$ cat src/rtl/hazard_ctrl_pkg.sv
// Shared pipeline constants: opcodes, hazard FSM state encoding and
// the rt-source decode used by the hazard and pipeline-register logic.
package hazard_ctrl_pkg;

  localparam logic [5:0] OP_RTYPE = 6'b000000;
  localparam logic [5:0] OP_LW    = 6'b100011;
  localparam logic [5:0] OP_SW    = 6'b101011;
  localparam logic [5:0] OP_ADDIU = 6'b001001;
  localparam logic [5:0] OP_SLTI  = 6'b001010;
  localparam logic [5:0] OP_BEQ   = 6'b000100;

  typedef enum logic [1:0] {
    ST_RUN        = 2'd0,
    ST_LOAD_STALL = 2'd1,
    ST_MEM_WAIT   = 2'd2,
    ST_FLUSH      = 2'd3
  } state_t;

  // True when the instruction reads rt as a source operand.
  function automatic logic uses_rt(input logic [5:0] opcode);
    return (opcode == OP_RTYPE) || (opcode == OP_SW) || (opcode == OP_BEQ);
  endfunction

endpackage

$ cat src/rtl/hazard_ctrl_sat_counter.sv
// Saturating up-counter with synchronous clear; holds at all ones.
module sat_counter #(
  parameter int CNT_W = 16
) (
  input  logic             clock,
  input  logic             reset_n,
  input  logic             inc,
  input  logic             clear,
  output logic [CNT_W-1:0] count
);

  always_ff @(posedge clock or negedge reset_n) begin
    if (!reset_n) begin
      count <= '0;
    end else if (clear) begin
      count <= '0;
    end else if (inc && (count != {CNT_W{1'b1}})) begin
      count <= count + 1'b1;
    end
  end

endmodule

$ cat src/rtl/hazard_ctrl.sv
// Pipeline hazard controller: load-use stalls, taken-branch flushes and
// data-memory wait holds with a sticky timeout flag.
//
//  state         | meaning
//  --------------+--------------------------------------------------
//  ST_RUN        | normal issue, no hazard outstanding
//  ST_LOAD_STALL | bubble inserted for a load-use, re-check each cycle
//  ST_MEM_WAIT   | data memory busy, pipeline frozen, timer running
//  ST_FLUSH      | one cycle after a flush; load-use from bubble ignored
module hazard_ctrl
  import hazard_ctrl_pkg::*;
#(
  parameter int MEM_TIMEOUT = 15,
  parameter int CNT_W       = 16
) (
  input  logic             clock,
  input  logic             reset_n,
  input  logic [5:0]       ifid_opcode,
  input  logic [4:0]       ifid_rs,
  input  logic [4:0]       ifid_rt,
  input  logic             idex_memread,
  input  logic [4:0]       idex_rt,
  input  logic             ex_branch_taken,
  input  logic             dmem_busy,
  output logic             pc_write,
  output logic             ifid_write,
  output logic             ifid_flush,
  output logic             idex_bubble,
  output logic             exmem_hold,
  output logic             mem_error,
  output logic [CNT_W-1:0] stall_count,
  output logic [CNT_W-1:0] flush_count
);

  localparam int WAIT_W = (MEM_TIMEOUT < 2) ? 1 : $clog2(MEM_TIMEOUT + 1);

  state_t              state, state_next;
  logic [WAIT_W-1:0]   wait_cnt, wait_next;
  logic                err_set;
  logic                load_use;
  logic                timeout;

  // The slot behind a flush is a bubble, so its memread must not stall.
  assign load_use = idex_memread && (idex_rt != 5'd0) && (state != ST_FLUSH) &&
                    ((idex_rt == ifid_rs) ||
                     (uses_rt(ifid_opcode) && (idex_rt == ifid_rt)));

  // Timeout fires on the wait cycle whose increment reaches MEM_TIMEOUT.
  assign timeout = (state == ST_MEM_WAIT) &&
                   ((wait_cnt + WAIT_W'(1)) == WAIT_W'(MEM_TIMEOUT));

  always_ff @(posedge clock or negedge reset_n) begin
    if (!reset_n) begin
      state     <= ST_RUN;
      wait_cnt  <= '0;
      mem_error <= 1'b0;
    end else begin
      state    <= state_next;
      wait_cnt <= wait_next;
      if (err_set) begin
        mem_error <= 1'b1;
      end
    end
  end

  always_comb begin
    state_next  = ST_RUN;
    wait_next   = '0;
    err_set     = 1'b0;
    pc_write    = 1'b0;
    ifid_write  = 1'b0;
    ifid_flush  = 1'b0;
    idex_bubble = 1'b0;
    exmem_hold  = 1'b0;

    if (dmem_busy && timeout) begin
      err_set    = 1'b1;
      pc_write   = 1'b1;
      ifid_write = 1'b1;
      state_next = ST_RUN;
    end else if (dmem_busy) begin
      exmem_hold = 1'b1;
      state_next = ST_MEM_WAIT;
      wait_next  = (state == ST_MEM_WAIT) ? wait_cnt + WAIT_W'(1) : '0;
    end else if (ex_branch_taken) begin
      pc_write    = 1'b1;
      ifid_write  = 1'b1;
      ifid_flush  = 1'b1;
      idex_bubble = 1'b1;
      state_next  = ST_FLUSH;
    end else if (load_use) begin
      idex_bubble = 1'b1;
      state_next  = ST_LOAD_STALL;
    end else begin
      pc_write   = 1'b1;
      ifid_write = 1'b1;
      state_next = ST_RUN;
    end

    if (!reset_n) begin
      pc_write    = 1'b0;
      ifid_write  = 1'b0;
      ifid_flush  = 1'b0;
      idex_bubble = 1'b0;
      exmem_hold  = 1'b0;
    end
  end

  sat_counter #(.CNT_W(CNT_W)) u_stall_cnt (
    .clock   (clock),
    .reset_n (reset_n),
    .inc     (!pc_write),
    .clear   (1'b0),
    .count   (stall_count)
  );

  sat_counter #(.CNT_W(CNT_W)) u_flush_cnt (
    .clock   (clock),
    .reset_n (reset_n),
    .inc     (ifid_flush),
    .clear   (1'b0),
    .count   (flush_count)
  );

endmodule

$ cat config.mk
export PLATFORM = sky130hd
export DESIGN_NAME = hazard_ctrl
export DESIGN_NICKNAME = d
export VERILOG_FILES = /design/src/rtl/hazard_ctrl_pkg.sv /design/src/rtl/hazard_ctrl_sat_counter.sv /design/src/rtl/hazard_ctrl.sv
export SDC_FILE = /design/constraint.sdc
export NUM_CORES = 1
export LEC_CHECK = 0
export CAP_MARGIN = 20
export CORE_ASPECT_RATIO = 1.2
export CORE_MARGIN = 3
export CORE_UTILIZATION = 44
export CTS_CLUSTER_DIAMETER = 60
export DETAILED_ROUTE_END_ITERATION = 12
export PLACE_DENSITY_LB_ADDON = 0.15
export SLEW_MARGIN = 40
export SYNTH_ARGS = -nofsm -noshare
export SYNTH_HDL_FRONTEND = slang
export SYNTH_HIERARCHICAL = 1
export SYNTH_SLANG_ARGS = --single-unit
$ cat constraint.sdc
create_clock -name clock -period 2.92 [get_ports clock]
set_input_delay 0.876 -clock clock [delete_from_list [all_inputs] [get_ports clock]]
set_output_delay 0.876 -clock clock [all_outputs]
set_load 0.01 [all_outputs]
==> summary.txt, run 1 <==
VDD IR max: 0.217 mV
Final min period: 3.20 ns
DR WL met3: 239 um
Top cells by area, synth: dfrtp_1, a21oi_1, o31ai_1, mux2_1, or4_1
Commonest non-fill, non-tap cell in the layout: clkdlybuf4s50_1
Worst relative slew slack: 0.572
Htree depth: 2
Post-DP HPWL: 4350 um
Worst Setup Start Kind: primary input
Register area share after synthesis: 0.403
Initial antenna violation count: 0
Least-Margin Pin Slew: 0.637 ns
Number of DRC markers in iteration 0: 155
Primary FF master, synth: dfrtp_1
Clock buffer depth: 2
M1 wire length: 2900 um
Max_cap viols: 0
Hold Fails Final Rpt: 0
Clock root buffer: clkbuf_8
Drt total wl: 6660 um
Met2 wire length: 3390 um
Final Core Density: 0.713
Fin Setup TNS: -1.62 ns
Hold_buf cts: 0
IO Pins: 64
Mapped Cells: 251
Fraction of layout cells with a size suffix above 1: 0.302
Vias: 2346
Row count: 28
Routed Antenna Nets: 0
Max Used Layer: met4
Area grow syn2layout: 50.5%
Final clock skew: 0.00761 ns
Flops & latches, synth: 39
Starting Density: 0.474
Hold crit path type: register to register
WL/cell: 16.5 um
Biggest area consumer among synthesized cells: dfrtp_1
Vias in the first global route: 2332
Worst skew pair latency: 0.29 ns
Largest net degree at the start of global routing: 34
Reported leakage power: 1.48 nW
Chip height: 87.3 um
Full die area: 6440 um^2
Critical path fanouts, max: 3
Total GRT Usage: 0.215
Final WS setup: -0.280 ns
Post-synth EDFFs: 0
# setup viols final: 17
GRT overflow: 0
Cell variety after synth: 42
Synthesized area per cell: 9.65 um^2
Critical path's slowest cell: or4_1
Antenna Cells: 0
Max-slew violations: 0
Nets: 373
Sink Count: 39
Cell Area, Synth: 2420 um^2
RSZ-0062 raised after global routing: true
Status: complete, but fails checks
CP arrival: 2.32 ns
Most frequent cells in the layout: clkdlybuf4s50_1, dfrtp_1, buf_4, nand2_1
DRT Pass-1 Iters: 4
CTS clk-pin slew, worst paths: 0.08 ns
CP Cell Sequence: buf_6 > or4_1 > o21ai_1 > nor4b_4 > o221ai_2 > o211a_1 > buf_2
Core Footprint: 5110 um^2
Violated checks: setup timing
Global-route wire length before repair: 10900 um
Final-layout fill cell count: 377
CP endpoint kind: output port
Final period util: 1.10
Share of the synthesized area in the top cell type: 0.403
Width of the die: 73.7 um
Async SR Flop Fraction: 1.00
CP Data Required Time: 2.04 ns
CP Class: primary input to output port
Crit-path max cell delay: 0.50 ns
Max Clk Rate: 313 MHz
Residual DRC count: 0
Yosys warning total: 6
CTS tree: done
GP Congestion: 0.797
Number of buffers created by CTS: 5
IO buf count: 63
Pwr/cell area: 312 nW/um^2
Vias per cell: 5.81
per-layer routing:
| layer | vias to the layer above | global-route usage |
|---|---|---|
| li1 | 1137 | - |
| met1 | 1142 | 0.276 |
| met2 | 57 | 0.354 |
| met3 | 10 | 0.0381 |
| met4 | 0 | 0.0824 |
| met5 | - | 0 |
synthesized netlist by cell type (2+ instances only):
cell      count
a211oi_2      2
nor4_1        8
nor2_1       14
and3_1        4
nand4_2       2
inv_1         9
nand2b_1      2
nand4_1      13
buf_6         2
or4_1        12
nand3_1       8
xnor2_1       7
a21oi_1      23
and4_2        4
or3_1         4
o211ai_2      2
o21ai_0       2
nand2_1      14
nor2b_1       9
xor2_1        5
or3_2         2
ha_1          4
clkbuf_1      8
mux2_1        8
nor3_1        3
dfrtp_1      39
o21ai_1       8
nand3b_1      2
or4_2         4
nor4_4        2
o31ai_1      14
layout make-up:
| class | count | area [um^2] | share of cell area |
|---|---|---|---|
| multi-input cells | 195 | 1580 | 0.434 |
| flip-flops and latches | 39 | 976 | 0.268 |
| repair buffers | 93 | 876 | 0.240 |
| clock buffers | 7 | 96.3 | 0.0264 |
| well taps | 60 | 75.1 | 0.0206 |
| inverters | 9 | 33.8 | 0.00927 |
| clock inverters | 1 | 7.51 | 0.00206 |
cells by family after synthesis:
logic type	share of synthesized area
other	0.00155
AO/OA/AOI/OAI	0.152
AND/OR/NAND/NOR	0.304
buffers and inverters	0.0387
adder cells (fa/ha/maj)	0.0207
multiplexers	0.0372
flip-flops	0.403
XOR/XNOR	0.0434
through the flow:
step	area [um^2]	hold WS, ns	setup slack [ns]	cells	power (mW)
after floorplan	2470	0.453	-0.166	254	0.627
after global placement	3270	0.452	-0.938	387	0.713
after detailed placement	3270	0.460	-0.974	387	0.716
after CTS	3520	0.485	-0.333	398	1.13
after global routing	3650	0.525	-0.364	404	1.18
final	3650	0.481	-0.280	404	1.14
worst paths after layout:
path                       slack [ns]           start  cells past startpoint               endpoint
hold reg to reg                  0.48       mem_error                      1              mem_error
min in group asynchronous        0.55         reset_n                      2               state[1]
hold / removal                   0.48       mem_error                      1              mem_error
setup / recovery                -0.28  ifid_opcode[5]                      7               pc_write
max in group asynchronous        1.93         reset_n                      2  u_flush_cnt/count[12]
setup reg to reg                 0.59     wait_cnt[0]                     11  u_stall_cnt/count[15]
timing repair:
item | in CTS | in global routing
gates resized for setup | 65 | 24
setup buffers | 1 | 6
setup endpoints to repair | 21 | 18
cloned | 2 | 1
pin swaps | 26 | 12
registers in the layout, summed over array words and instances, names as in the netlist:
name,flops
mem_error,1
u_stall_cnt/count,16
wait_cnt,4
state,2
u_flush_cnt/count,16
power by group:
group          total (mW)  switching [mW]  internal, mW
clock               0.410           0.195         0.215
combinational       0.172          0.0823        0.0898
sequential          0.556         0.00938         0.547
critical path, delay by kind of cell:
| family | cells | cell delay, ns |
|---|---|---|
| buffers and inverters | 2 | 0.23 |
| and+or+nand+nor | 2 | 0.74 |
| AOI/OAI and AO/OA | 3 | 0.48 |
No activity file was read; power rests on OpenSTA's default activity.
==> inputs of run 2 (changes only) <==
--- a/config.mk
+++ b/config.mk
@@ -8,12 +8,11 @@
 export CAP_MARGIN = 20
 export CORE_ASPECT_RATIO = 1.2
 export CORE_MARGIN = 3
-export CORE_UTILIZATION = 44
+export CORE_UTILIZATION = 42
 export CTS_CLUSTER_DIAMETER = 60
 export DETAILED_ROUTE_END_ITERATION = 12
 export PLACE_DENSITY_LB_ADDON = 0.15
 export SLEW_MARGIN = 40
 export SYNTH_ARGS = -nofsm -noshare
 export SYNTH_HDL_FRONTEND = slang
-export SYNTH_HIERARCHICAL = 1
 export SYNTH_SLANG_ARGS = --single-unit
==> constraint.sdc (replaced) <==
create_clock -name clock -period 2.7 [get_ports clock]
set_input_delay 0.81 -clock clock [delete_from_list [all_inputs] [get_ports clock]]
set_output_delay 0.81 -clock clock [all_outputs]
set_load 0.01 [all_outputs]
==> run 2 against run 1 <==
  * The flow still finishes with violations (setup timing)
  * Final area is 19% lower
  * Die area is 12% lower
  * Synthesized cell count is 23% lower
  * Cell count is 16% lower
==> summary.txt, run 2 <==
Chip height: 81.7 um
Crit-path max cell delay: 0.52 ns
Clock root buffer: clkbuf_8
Reported leakage power: 1.36 nW
CTS clk-pin slew, worst paths: 0.08 ns
CP endpoint kind: output port
Htree depth: 2
Full die area: 5640 um^2
Final-layout fill cell count: 389
Number of DRC markers in iteration 0: 104
CP arrival: 2.24 ns
Clock buffer depth: 2
Switching part of the total: 0.299
Async SR Flop Fraction: 1.00
CP Cell Sequence: buf_6 > or4_1 > o21ai_1 > nand3_1 > o31ai_2 > o311a_1 > nor2_2 > nor3b_2 > buf_2
GRT overflow: 0
Multi-input gate area: 1020 um^2
Global-route wire length before repair: 7690 um
Post-DP Area: 2850 um^2
Cell-internal power: 1.28 mW
GP Congestion: 0.762
Clk pwr share: 0.264
Critical path's slowest cell: or4_1
Most frequent cells in the layout: clkdlybuf4s50_1, dfrtp_1, xor2_1, buf_4, nor2_1
Hold slack: 0.458 ns
Buf/Inv on CP: 2
Final WS setup: -0.351 ns
Cell variety after synth: 35
Residual DRC count: 0
Drt total wl: 4580 um
Pwr/cell area: 615 nW/um^2
Status: complete, but fails checks
Cell Area, Synth: 2000 um^2
Largest registers: u_flush_cnt.count: 16 flops, u_stall_cnt.count: 16 flops, wait_cnt: 4 flops
Top cells by area, synth: dfrtp_1, xor2_1, xnor2_1, and3_1, nand3_1
Fin Setup TNS: -0.878 ns
Hold_buf cts: 0
Area grow syn2layout: 48.2%
Initial antenna violation count: 0
Post-synth EDFFs: 0
Antenna Cells: 0
Final Core Density: 0.671
Mapped Cells: 194
DRT Pass-1 Iters: 4
Total power draw: 1.82 mW
Register area share after synthesis: 0.487
Net Switching: 0.546 mW
Reg power frac: 0.446
Hold crit path type: register to register
Worst Setup Start Kind: primary input
CTS tree: done
Primary FF master, synth: dfrtp_1
Final period util: 1.13
Dominant cell by count in the synthesized netlist: dfrtp_1
Gate power share: 0.290
IO Pins: 64
Post-DP HPWL: 3490 um
Seq. cell area: 976 um^2
Fraction of layout cells with a size suffix above 1: 0.190
Share of the synthesized area in the top cell type: 0.487
Routed Antenna Nets: 0
Max Clk Rate: 328 MHz
CP Class: primary input to output port
Sink Count: 39
Total GRT Usage: 0.170
Least-Margin Pin Slew: 0.407 ns
Row count: 26
Worst relative slew slack: 0.726
WL/cell: 13.5 um
Number of buffers created by CTS: 5
Post CTS Setup Buffer Count: 0
Final min period: 3.05 ns
Most frequent cells after synthesis: dfrtp_1, xor2_1, nor2_1
Flops & latches, synth: 39
RSZ-0062 raised after global routing: true
Vias per cell: 5.09
Max_cap viols: 0
Worst skew pair latency: 0.29 ns
# setup viols final: 3
Max-slew violations: 0
Starting Density: 0.453
CP Data Required Time: 1.89 ns
Synthesized area per cell: 10.3 um^2
Vias: 1731
IO buf count: 63
Width of the die: 69.0 um
Syn nets: 224
Hold Fails Final Rpt: 0
Yosys warning total: 0
Biggest area consumer among synthesized cells: dfrtp_1
VDD IR max: 0.529 mV
Core Footprint: 4420 um^2
Nets: 313
Worst path top cell family by delay: simple AND/OR/NAND/NOR gates
Critical path fanouts, max: 2
Largest net degree at the start of global routing: 33
Vias in the first global route: 1666
Final clock skew: 0.0119 ns
Post-route cell area: 2970 um^2
Violated checks: setup timing
-- run 2: cell count changes in the layout (fill, tap and decap cells not counted), sizes merged, moves of 6 or more --
| cell | before | now |
|---|---|---|
| mux2 | 8 | 2 |
| xor2 | 5 | 24 |
| a21oi | 23 | 2 |
| xnor2 | 7 | 15 |
| o31ai | 14 | 1 |
| nor4 | 10 | 2 |
| nor2b | 9 | 2 |
| and3 | 4 | 12 |
| or4 | 16 | 1 |
| nand4 | 16 | 6 |
| nand3 | 8 | 15 |
-- run 2: cells by family after synthesis --
kind of cell,count (synthesis),share of synthesized area
compound gates,15,0.0512
simple gates,87,0.231
mux,2,0.0112
fa+ha+maj,4,0.0250
buf+inv,8,0.0237
flops,39,0.487
xor+xnor,39,0.171
-- run 2: layout make-up --
class / count / share of cell area
Tap cell: 56 / 0.0236
Multi-Input combinational cell: 147 / 0.344
Clock inverter: 3 / 0.0148
Sequential cell: 39 / 0.329
Clock buffer: 5 / 0.0232
Inverter: 5 / 0.00885
Timing Repair Buffer: 85 / 0.257
-- run 2: worst paths after layout --
check	start	to	slack (ns)	cells after the start
setup reg to reg	u_flush_cnt.count[5]	u_flush_cnt.count[1]	0.58	6
hold reg to reg	mem_error	mem_error	0.46	1
max in group asynchronous	reset_n	u_flush_cnt.count[15]	1.80	2
setup / recovery	ifid_opcode[0]	idex_bubble	-0.35	9
hold / removal	mem_error	mem_error	0.46	1
min in group asynchronous	reset_n	state[0]	0.49	2
-- run 2: metrics by stage --
step | setup slack, ns | cells
after floorplan | -0.113 | 194
after global placement | -1.07 | 332
after detailed placement | -1.09 | 332
after CTS | -0.383 | 340
after global routing | -0.442 | 340
final | -0.351 | 340
-- run 2: metal layers --
| metal | vias to the layer above | track usage | wire length [um] |
|---|---|---|---|
| met5 | - | 0 | 0 |
| met4 | 0 | 0.0684 | 65 |
| met3 | 6 | 0.0465 | 258 |
| met2 | 55 | 0.281 | 2330 |
| met1 | 825 | 0.211 | 1930 |
| li1 | 845 | - | - |
-- run 2: what timing repair did --
item / in CTS / in global routing
setup endpoints to repair: 13 / 4
pin swaps: 16 / 7
resized for setup: 60 / 5
-- run 2: power groups by stage --
stage / combinational (mW) / sequential, mW / clock (mW)
2_1_floorplan: 0.183 / 0.850 / 0
4_1_cts: 0.537 / 0.816 / 0.504
6_report: 0.528 / 0.814 / 0.482
5_1_grt: 0.581 / 0.839 / 0.528
3_3_place_gp: 0.529 / 0.828 / 0
3_5_place_dp: 0.541 / 0.825 / 0
==> inputs of run 3 (changes only) <==
--- a/config.mk
+++ b/config.mk
@@ -16,3 +16,4 @@
 export SYNTH_ARGS = -nofsm -noshare
 export SYNTH_HDL_FRONTEND = slang
 export SYNTH_SLANG_ARGS = --single-unit
+export TNS_END_PERCENT = 30
==> run 3 against run 2 <==
  * Die area unchanged
  * Wire length about the same
  * First-iteration DRC count unchanged
  * Final area hardly changed
  * Total power hardly changed
  * Critical endpoint unchanged
  * The run still ends with setup timing left
  * Flip-flop and latch count unchanged
  * Sequential power about the same
  * Hold slack is essentially flat
  * Highest routed layer unchanged
==> summary.txt, run 3 (synthesized netlist as in run 2, its figures left out) <==
GRT overflow: 0
Worst path top cell family by delay: simple AND/OR/NAND/NOR gates
VDD IR max: 0.529 mV
CP Data Required Time: 1.89 ns
Hold crit path type: register to register
Final WS setup: -0.351 ns
GP Congestion: 0.762
Cells on worst reg2reg path: 6
Antenna Cells: 0
Global-route wire length before repair: 7690 um
CTS tree: done
Nets: 313
RSZ-0062 raised after global routing: true
Worst Min Path Start: mem_error
Critical path's slowest cell: or4_1
Crit-path max cell delay: 0.52 ns
Routed Antenna Nets: 0
Starting Density: 0.453
Buf/Inv on CP: 2
IO buf count: 63
Width of the die: 69.0 um
CP endpoint kind: output port
Fraction of layout cells with a size suffix above 1: 0.194
Flop2flop setup slack: 0.57 ns
Number of DRC markers in iteration 0: 104
WL/cell: 13.5 um
Hold Fails Final Rpt: 0
Final min period: 3.05 ns
IO Pins: 64
Non-Filler Instances: 340
Initial antenna violation count: 0
Chip height: 81.7 um
Hold EP: mem_error
Largest registers: u_flush_cnt.count: 16 flops, u_stall_cnt.count: 16 flops, wait_cnt: 4 flops
Htree depth: 2
Area grow syn2layout: 48.2%
Worst relative slew slack: 0.726
Vias per cell: 5.08
# setup viols final: 3
CP arrival: 2.24 ns
Row count: 26
Reported leakage power: 1.36 nW
Sink Count: 39
Residual DRC count: 0
Reg-to-reg endpoint: u_flush_cnt.count[1]
Status: complete, but fails checks
Final period util: 1.13
Vias in the first global route: 1666
DP Cell Count: 332
RR Startpoint: u_flush_cnt.count[5]
Clock buffer depth: 2
Total GRT Usage: 0.170
Post CTS Setup Buffer Count: 0
Full die area: 5640 um^2
Largest net degree at the start of global routing: 33
Vias: 1728
Critical path fanouts, max: 2
Max-slew violations: 0
Post-DP HPWL: 3490 um
Max Clk Rate: 328 MHz
Hold depth: 1
Hold_buf cts: 0
Number of buffers created by CTS: 5
Worst skew pair latency: 0.29 ns
Violated checks: setup timing
CP Class: primary input to output port
CTS clk-pin slew, worst paths: 0.08 ns
Clock root buffer: clkbuf_8
Most frequent cells in the layout: clkdlybuf4s50_1, dfrtp_1, xor2_1, buf_4, nor2_1
Pwr/cell area: 615 nW/um^2
Drt total wl: 4580 um
Final-layout fill cell count: 388
Final clock skew: 0.0118 ns
Least-Margin Pin Slew: 0.407 ns
DRT Pass-1 Iters: 4
Hold slack: 0.458 ns
Core Footprint: 4420 um^2
Max_cap viols: 0
CP Cell Sequence: buf_6 > or4_1 > o21ai_1 > nand3_1 > o31ai_2 > o311a_1 > nor2_2 > nor3b_2 > buf_2
Worst Setup Start Kind: primary input
[run 3: cell counts in the layout (fill, tap and decap cells not counted)]
Identical to the previous run, type by type.
[run 3: per-stage QoR]
step	setup TNS, ns	instance area [um^2]	setup WS, ns	total power, mW	utilization
after global routing	-1.11	2970	-0.442	1.95	0.671
after floorplan	-0.219	2010	-0.113	1.03	-
after global placement	-8.81	2850	-1.07	1.36	0.644
after detailed placement	-9.42	2850	-1.09	1.37	0.644
after CTS	-0.911	2970	-0.383	1.86	0.670
final	-0.878	2970	-0.351	1.83	0.671
[run 3: final cells by class]
type | instances | area, um^2 | share of cell area
Sequential cell | 39 | 976 | 0.329
Tap cell | 56 | 70.1 | 0.0236
Inverter | 5 | 26.3 | 0.00885
Clock buffer | 5 | 68.8 | 0.0232
Clock inverter | 3 | 43.8 | 0.0147
Timing Repair Buffer | 85 | 764 | 0.257
Multi-Input combinational cell | 147 | 1020 | 0.343
[run 3: timing repair]
action,in CTS,in global routing
setup endpoints to repair,13,4
resized for setup,61,5
pin swaps,16,7
[run 3: routing by layer]
layer / track usage / share of wire / vias to the layer above
met5: 0 / 0 / -
met4: 0.0684 / 0.014 / 0
met3: 0.0465 / 0.057 / 6
met2: 0.281 / 0.51 / 58
met1: 0.211 / 0.42 / 819
li1: - / - / 845
[run 3: worst max-delay path by stage]
| stage | cells after the start | to | slack, ns | start |
|---|---|---|---|---|
| 3_5_place_dp | 9 | idex_bubble | -1.09 | ifid_opcode[1] |
| 5_1_grt | 9 | idex_bubble | -0.44 | ifid_opcode[0] |
| 2_1_floorplan | 7 | idex_bubble | -0.11 | ifid_opcode[1] |
| 4_1_cts | 9 | idex_bubble | -0.38 | ifid_opcode[5] |
| 6_report | 9 | idex_bubble | -0.35 | ifid_opcode[0] |
| 3_3_place_gp | 9 | idex_bubble | -1.07 | ifid_opcode[1] |
[run 3: report_power, final]
| part | switching (mW) | internal [mW] | total (mW) |
|---|---|---|---|
| combinational | 0.212 | 0.316 | 0.529 |
| clock | 0.207 | 0.275 | 0.482 |
| sequential | 0.128 | 0.687 | 0.815 |
| total | 0.547 | 1.28 | 1.83 |
[run 3: worst reg2reg max path, stage by stage (launching register included)]
cell and delay (ns):
dfrtp_1 0.43, and4_1 0.25, and3_1 0.20, and3_1 0.23, nand3_1 0.14, o21ai_0 0.38, mux2_2 0.38
